`src/rtl/ahfp_float_2_fixed.sv`:
```
// Purpose : IEEE-754 single-precision to signed fixed-point (FRAC_BITS fractional bits) converter.
// Latency : 2 cycles, fully pipelined, one result per cycle when the output is drained every cycle.
// Backpr. : in_ready = !out_valid || out_ready; both stages freeze while a result waits unconsumed.
//
// Ports:
//   clk        - clock, all state updates on the rising edge
//   rst        - synchronous active-high reset, flushes both stages
//   in         - float operand {sign, exp[7:0], man[22:0]}
//   in_valid   - operand on `in` is valid
//   in_ready   - operand is accepted this cycle; also the advance enable of the pipeline
//   out        - two's-complement fixed-point result
//   out_valid  - out/ovf are valid
//   out_ready  - downstream accepts the result
//   ovf        - result saturated, or the operand was NaN
//
// Build option: define AHFP_F2X_ROUND_EN to round to nearest, ties-to-even, instead of
// truncating toward zero. Latency and handshake are identical in both builds.

module ahfp_float_2_fixed #(
    parameter int FRAC_BITS = 27
) (
    input  logic        clk,
    input  logic        rst,
    input  logic [31:0] in,
    input  logic        in_valid,
    output logic        in_ready,
    output logic [31:0] out,
    output logic        out_valid,
    input  logic        out_ready,
    output logic        ovf
);

    // ------------------------------------------------------------------
    // Stage 1: decode and align the magnitude
    // ------------------------------------------------------------------
    logic              s1_vld_q;
    logic              s1_sign_q, s1_sign_d;
    logic              s1_nan_q,  s1_nan_d;
    logic              s1_big_q,  s1_big_d;   // magnitude certainly above 2^31 (or infinity)
    logic [31:0]       s1_mag_q,  s1_mag_d;   // aligned magnitude, may equal 2^31 exactly

    logic [7:0]        exp_w;
    logic [22:0]       man_w;
    logic [23:0]       sig_w;
    logic signed [9:0] k_w;
    logic signed [9:0] rdiff_w;
    logic [3:0]        lsh_w;
    logic [5:0]        rsh_w;

    assign exp_w   = in[30:23];
    assign man_w   = in[22:0];
    assign sig_w   = {1'b1, man_w};
    // k is the bit position of the hidden 1 in the fixed-point result.
    assign k_w     = $signed({2'b00, exp_w}) - 10'sd127 + $signed(10'(FRAC_BITS));
    assign rdiff_w = 10'sd23 - k_w;
    assign lsh_w   = 4'(k_w - 10'sd23);
    // Any right shift of 48 or more leaves nothing, not even a guard bit.
    assign rsh_w   = (rdiff_w > 10'sd48) ? 6'd48 : 6'(rdiff_w);

`ifdef AHFP_F2X_ROUND_EN
    logic [47:0] ext_w;
    logic        rnd_w;
    // Keep the shifted-out bits below the integer part: [23] is guard, [22:0] fold into sticky.
    assign ext_w = {sig_w, 24'b0} >> rsh_w;
    assign rnd_w = ext_w[23] & ((|ext_w[22:0]) | ext_w[24]);
`endif

    always_comb begin
        s1_sign_d = in[31];
        s1_nan_d  = 1'b0;
        s1_big_d  = 1'b0;
        s1_mag_d  = '0;
        if (exp_w == 8'd0) begin
            // zero and denormals flush to 0
            s1_mag_d = '0;
        end else if (exp_w == 8'hFF) begin
            s1_nan_d = (man_w != 23'd0);
            s1_big_d = (man_w == 23'd0);
        end else if (k_w > 10'sd31) begin
            s1_big_d = 1'b1;
        end else if (k_w >= 10'sd23) begin
            // k == 31 lands the hidden 1 on bit 31; stage 2 separates exact -2^31 from overflow.
            s1_mag_d = {8'b0, sig_w} << lsh_w;
        end else begin
`ifdef AHFP_F2X_ROUND_EN
            s1_mag_d = {8'b0, ext_w[47:24]} + {31'b0, rnd_w};
`else
            s1_mag_d = {8'b0, sig_w >> rsh_w};
`endif
        end
    end

    // ------------------------------------------------------------------
    // Stage 2: saturate, apply sign, register the result
    // ------------------------------------------------------------------
    logic        out_vld_q;
    logic [31:0] out_q, out_d;
    logic        ovf_q, ovf_d;

    always_comb begin
        out_d = '0;
        ovf_d = 1'b0;
        if (s1_vld_q) begin
            if (s1_nan_q) begin
                ovf_d = 1'b1;
            end else if (s1_big_q || s1_mag_q[31]) begin
                if (s1_sign_q && !s1_big_q && (s1_mag_q == 32'h8000_0000)) begin
                    // -2^31 is representable
                    out_d = 32'h8000_0000;
                end else begin
                    out_d = s1_sign_q ? 32'h8000_0000 : 32'h7FFF_FFFF;
                    ovf_d = 1'b1;
                end
            end else begin
                // negating a zero magnitude yields 0, so -0 needs no special case
                out_d = s1_sign_q ? (~s1_mag_q + 32'd1) : s1_mag_q;
            end
        end
    end

    assign in_ready = !out_vld_q || out_ready;

    always_ff @(posedge clk) begin
        if (rst) begin
            s1_vld_q  <= 1'b0;
            s1_sign_q <= 1'b0;
            s1_nan_q  <= 1'b0;
            s1_big_q  <= 1'b0;
            s1_mag_q  <= '0;
            out_vld_q <= 1'b0;
            out_q     <= '0;
            ovf_q     <= 1'b0;
        end else if (in_ready) begin
            s1_vld_q  <= in_valid;
            s1_sign_q <= s1_sign_d;
            s1_nan_q  <= s1_nan_d;
            s1_big_q  <= s1_big_d;
            s1_mag_q  <= s1_mag_d;
            out_vld_q <= s1_vld_q;
            out_q     <= out_d;
            ovf_q     <= ovf_d;
        end
    end

    assign out       = out_q;
    assign ovf       = ovf_q;
    assign out_valid = out_vld_q;

endmodule

```
`config.mk`:
```
export PLATFORM = sky130hd
export DESIGN_NAME = ahfp_float_2_fixed
export DESIGN_NICKNAME = d
export VERILOG_FILES = /design/src/rtl/ahfp_float_2_fixed.sv
export SDC_FILE = /design/constraint.sdc
export NUM_CORES = 1
export LEC_CHECK = 0
export CELL_PAD_IN_SITES_DETAIL_PLACEMENT = 0
export CELL_PAD_IN_SITES_GLOBAL_PLACEMENT = 1
export CORE_MARGIN = 5
export CORE_UTILIZATION = 42
export DETAILED_ROUTE_END_ITERATION = 12
export PLACE_DENSITY = 0.89
export SYNTH_ARGS = -nofsm -noshare
export SYNTH_HDL_FRONTEND = slang
export SYNTH_SLANG_ARGS = --single-unit
```
`constraint.sdc`:
```
create_clock -name clk -period 6.13 [get_ports clk]
set_input_delay 0.613 -clock clk [delete_from_list [all_inputs] [get_ports clk]]
set_output_delay 0.613 -clock clk [all_outputs]
set_load 0.01 [all_outputs]
```
# Word level (Yosys, flattened, before mapping)
# Index checks and enable logic that the tools add are counted.
# Widths: inputs -> output; s select.
# word_totals
in_bits	36
wordCells	50
register_bits	70
output_inout_bits	35
# classes
reduce_logical	9
muxes	20
n_eq_ne	2
n_shift	2
add_sub_neg	5
bitwise	1
order_cmp	3
# op_table
operator	count
$mux 32	10
$add 32x1->32 const B	1
$eq 32x32->1 const B	1
$not 32->32	1
$shl 24x4->32	1
$shr 24x6->24	1
$logic_not 23->1	1
$reduce_bool 23->1	1
$add 9x6->10 const B	1
$ge 10x6->1 const B	1
$gt 10x6->1 const B	1
$gt 10x7->1 const B	1
$sub 6x10->10 const A	1
$mux 1	9
$sub 8x7->9 const B	1
$eq 8x8->1 const B	1
$logic_not 8->1	1
$mux 6	1
$sub 4x4->4 const B	1
$logic_and 1x1->1	2
$logic_not 1->1	2
$logic_or 1x1->1	2

# Logic depth before layout (Yosys ltp)
# depth
ltp_word	10
depth_mapped	21
depth_no_buf	17

# Worst setup path before layout
# OpenSTA, ideal clock, no wires.
# synth_timing
path_type	input to register
startpoint	input port in[23]
endpoint	register s1_mag_q[8]
setup_slack_ps	1289
arrival_ps	4719
required_time_ps	6008
n_path_buf	5
cell_stages	20
setup_time_ps	122
path_cell_list	inv_1 > clkbuf_1 > buf_1 > ha_1 > nand2b_1 > buf_2 > a21o_1 > and4_1 > nor2_1 > ha_1 > xor3_1 > a211oi_1 > a211oi_1 > o211a_1 > buf_6 > buf_6 > a32oi_1 > nand3_1 > mux2_2 > a221o_1
# synth_between
elab_chain_cells	10
word_cells_on_any_way	16
cone_classes	add/sub: 4; order compare: 3; eq/ne: 1; shift: 2; mux: 5; reduce/logical: 1
# synth_rtl
item	line	source
from (decl)	24	input logic [31:0] in,
$sub 8x7->9	54	assign k_w = $signed({2'b00, exp_w}) - 10'sd127 + $signed(10'(FRAC_BITS));
$add 9x6->10	54	
$sub 6x10->10	55	assign rdiff_w = 10'sd23 - k_w;
$gt 10x7->1	58	assign rsh_w = (rdiff_w > 10'sd48) ? 6'd48 : 6'(rdiff_w);
$mux 6	58	
$shr 24x6->24	88	s1_mag_d = {8'b0, sig_w >> rsh_w};
$mux 32	81	end else if (k_w >= 10'sd23) begin
$mux 32	79	end else if (k_w > 10'sd31) begin
$mux 32	76	end else if (exp_w == 8'hFF) begin
$mux 32 (*)	73	if (exp_w == 8'd0) begin
to (signal assigned)	138	s1_mag_q <= s1_mag_d;
to (decl)	40	logic [31:0] s1_mag_q, s1_mag_d;
# Every way passes the cells marked *; elsewhere a longest branch is shown, timed or not.
# A chain may end at the register's enable or synchronous reset.

# Final worst setup path
# layout_timing
startpoint	input port in[24]
endpoint	register s1_mag_q[10]
# The elaborated chain is that of the path after synthesis.

==> run metrics <==
status completed; row count 45; initial detailed-routing violation count 745; Final Instance Area 7670 um^2; worst hold path class reg -> reg; EDFF count, synth 0; crit end category register; H-tree depth 3; wire length of the first global-routing pass 37400 um; Total Nets Final 1012; Core Area 15300 um^2; Max Slew Vio Count 0; Max Cap Violations 0; initial core utilization 43.2%; PortBufs 70; Layout area overhead 15.8%; register area share after synthesis 21.2%; period utilization 86.1%; Routed Antenna Nets 0; met1 usage 37.6%; final hold violations 0; Synth Register Bits 70; fin util 50.1%; die span in x 136 um; PwrDens 235 nW/um^2; post-CTS setup buffers 0; drt pass-1 iters 7; peak supply drop 117 uV; Worst R2R Path Depth 12; largest net degree at the start of global routing 74; synth warn 0; CP required 6360 ps; Clock Latency Late Sink 340 ps; Mapped Area 6620 um^2; CTS tree yes; GRT Overall Usage 25.3%; dpl hpwl 17700 um; GR peak layer met1; RSZ-0062 raised after global routing false; Worst Tran Pin Value 806 ps; CP Max Fanout 15; worst hold stages 2; root buffer cell clkbuf_16; CP Launch Type primary input; antenna violations before repair 0; Die Y 136 um; data arrival time of the worst path 5510 ps; grt met2 use 37.1%; vias in the first global route 6648; io pins 71; WL final 23600 um; synthesized area per cell 7.04 um^2; Clk pin slew, worst setup/hold paths 60 ps; placed insts 1168; Fin Setup TNS 0 ps; Slew HR 46.3%; routability cong. 1.01; Sink Count 70; kind of critical path in -> reg; Final min period 5280 ps; GRT Residual Overflow 0; Hold WS 448 ps; die area 18400 um^2; FMAX 189 MHz; cts repair resizes 0; number of fill cells 1555; DR DRC count 0; Vias/cell 6.26; layout cell share with drive strength beyond 1 8.22%; Final Skew 10.9 ps; M3 GR Usage 2.93%; syn_nets 985; Leak 2.85 nW; Clock Tree Buf Depth 2; top_reg_cell synth dfxtp_1; # setup viols final 0; number of distinct library cells after synthesis 87; routed len/inst 20.0 um; vias 7406; Post-Synthesis Cells 941; Inserted Clock Buffers 9; number of inserted diodes 0; non-filler cells in the finished layout 1184; Post-synth ARST share 0%; cts hold-fix bufs 0; DP Area 7380 um^2
## synthesized netlist by cell type (6+ instances only)
| cell | number | area (um^2) |
|---|---|---|
| mux2i_1 | 40 | 400 |
| o22ai_1 | 21 | 131 |
| a22oi_1 | 34 | 255 |
| inv_1 | 17 | 63.8 |
| a21o_1 | 8 | 60.1 |
| or3_1 | 15 | 93.8 |
| buf_2 | 10 | 50.1 |
| nand3_1 | 18 | 90.1 |
| nor2b_1 | 6 | 37.5 |
| a222oi_1 | 9 | 90.1 |
| clkbuf_1 | 44 | 165 |
| a32oi_1 | 15 | 131 |
| a31oi_1 | 13 | 81.3 |
| nor4_1 | 10 | 62.6 |
| dfxtp_1 | 70 | 1400 |
| buf_6 | 9 | 101 |
| nand2_1 | 115 | 432 |
| ha_1 | 8 | 100 |
| buf_1 | 9 | 33.8 |
| o21ai_0 | 47 | 235 |
| o31ai_1 | 10 | 75.1 |
| o21ai_1 | 10 | 50.1 |
| o211ai_1 | 8 | 60.1 |
| mux2_2 | 9 | 101 |
| nor2_1 | 150 | 563 |
| and3_1 | 6 | 37.5 |
| nor3_1 | 21 | 105 |
| and2_1 | 6 | 37.5 |
| xnor2_1 | 15 | 131 |
| a21oi_1 | 76 | 380 |
## final timing paths
| kind | from | endpoint | slack, ps |
|---|---|---|---|
| worst max-delay path | in[24] | s1_mag_q[10] | 850 |
| worst min-delay path | ovf | ovf | 450 |
| worst max register to register | s1_mag_q[0] | ovf | 2320 |
| worst min register to register | ovf | ovf | 450 |
## power breakdown
group | switching, W | total (W) | internal (W)
combinational | 0.000516 | 0.000812 | 0.000296
clock | 0.000223 | 0.000506 | 0.000283
sequential | 0.0000149 | 0.000485 | 0.000470
## sequential cells by signal, indices dropped and copies added, names as in the netlist
register,flops
out,32
s1_nan_q,1
s1_sign_q,1
s1_big_q,1
s1_vld_q,1
out_valid,1
s1_mag_q,32
ovf,1
## cell usage in the layout, fill, tap and decap left out, types with 21 or more instances in the layout
cell type        count
o22ai_1             21
dfxtp_1             70
nor2_1             150
a21oi_1             76
a22oi_1             34
mux2i_1             40
o21ai_0             47
nor3_1              21
clkdlybuf4s50_1     68
nand2_1            115
## per-layer routing
layer	wire, um	share of wire [%]
met5	0	0
met4	998	4.2
met3	2050	8.7
met1	10700	45
met2	9850	42
## per-stage QoR
stage | setup slack (ps) | power, W
final | 851 | 0.00180
after global routing | 418 | 0.00190
after floorplan | 1290 | 0.00107
after global placement | 616 | 0.00130
after CTS | 930 | 0.00179
after detailed placement | 581 | 0.00128
## logic make-up (layout without fill, tap and decap cells)
logic type               count (synthesis)  in the layout  synth area share (%)
multiplexers                            50             50                  7.79
adder cells (fa/ha/maj)                  9              9                  1.66
flip-flops                              70             70                  21.2
buffers and inverters                   93            125                  6.60
XOR/XNOR                                24             24                  3.74
AO/OA/AOI/OAI                          315            315                  32.8
AND/OR/NAND/NOR                        380            380                  26.3
## worst max-delay path, stage by stage
cell	delay, ps
clkdlybuf4s50_1	650
ha_1	510
nand2_1	220
o22a_1	260
and4_1	190
nor2_1	150
ha_1	270
xor3_1	360
a211oi_1	230
a211oi_1	100
o211ai_2	650
buf_4	340
nor3_1	70
a211oi_2	370
mux2i_1	170
a221o_1	340
## final cells by class
class	instances	area [um^2]	area share, %
Clock inverter	7	63.8	0.832
Clock buffer	9	225	2.94
Tap cell	211	264	3.44
Timing Repair Buffer	90	841	11.0
Multi-Input combinational cell	778	4800	62.6
Sequential cell	70	1400	18.3
Inverter	19	71.3	0.930
No activity file was read; power rests on OpenSTA's default activity.
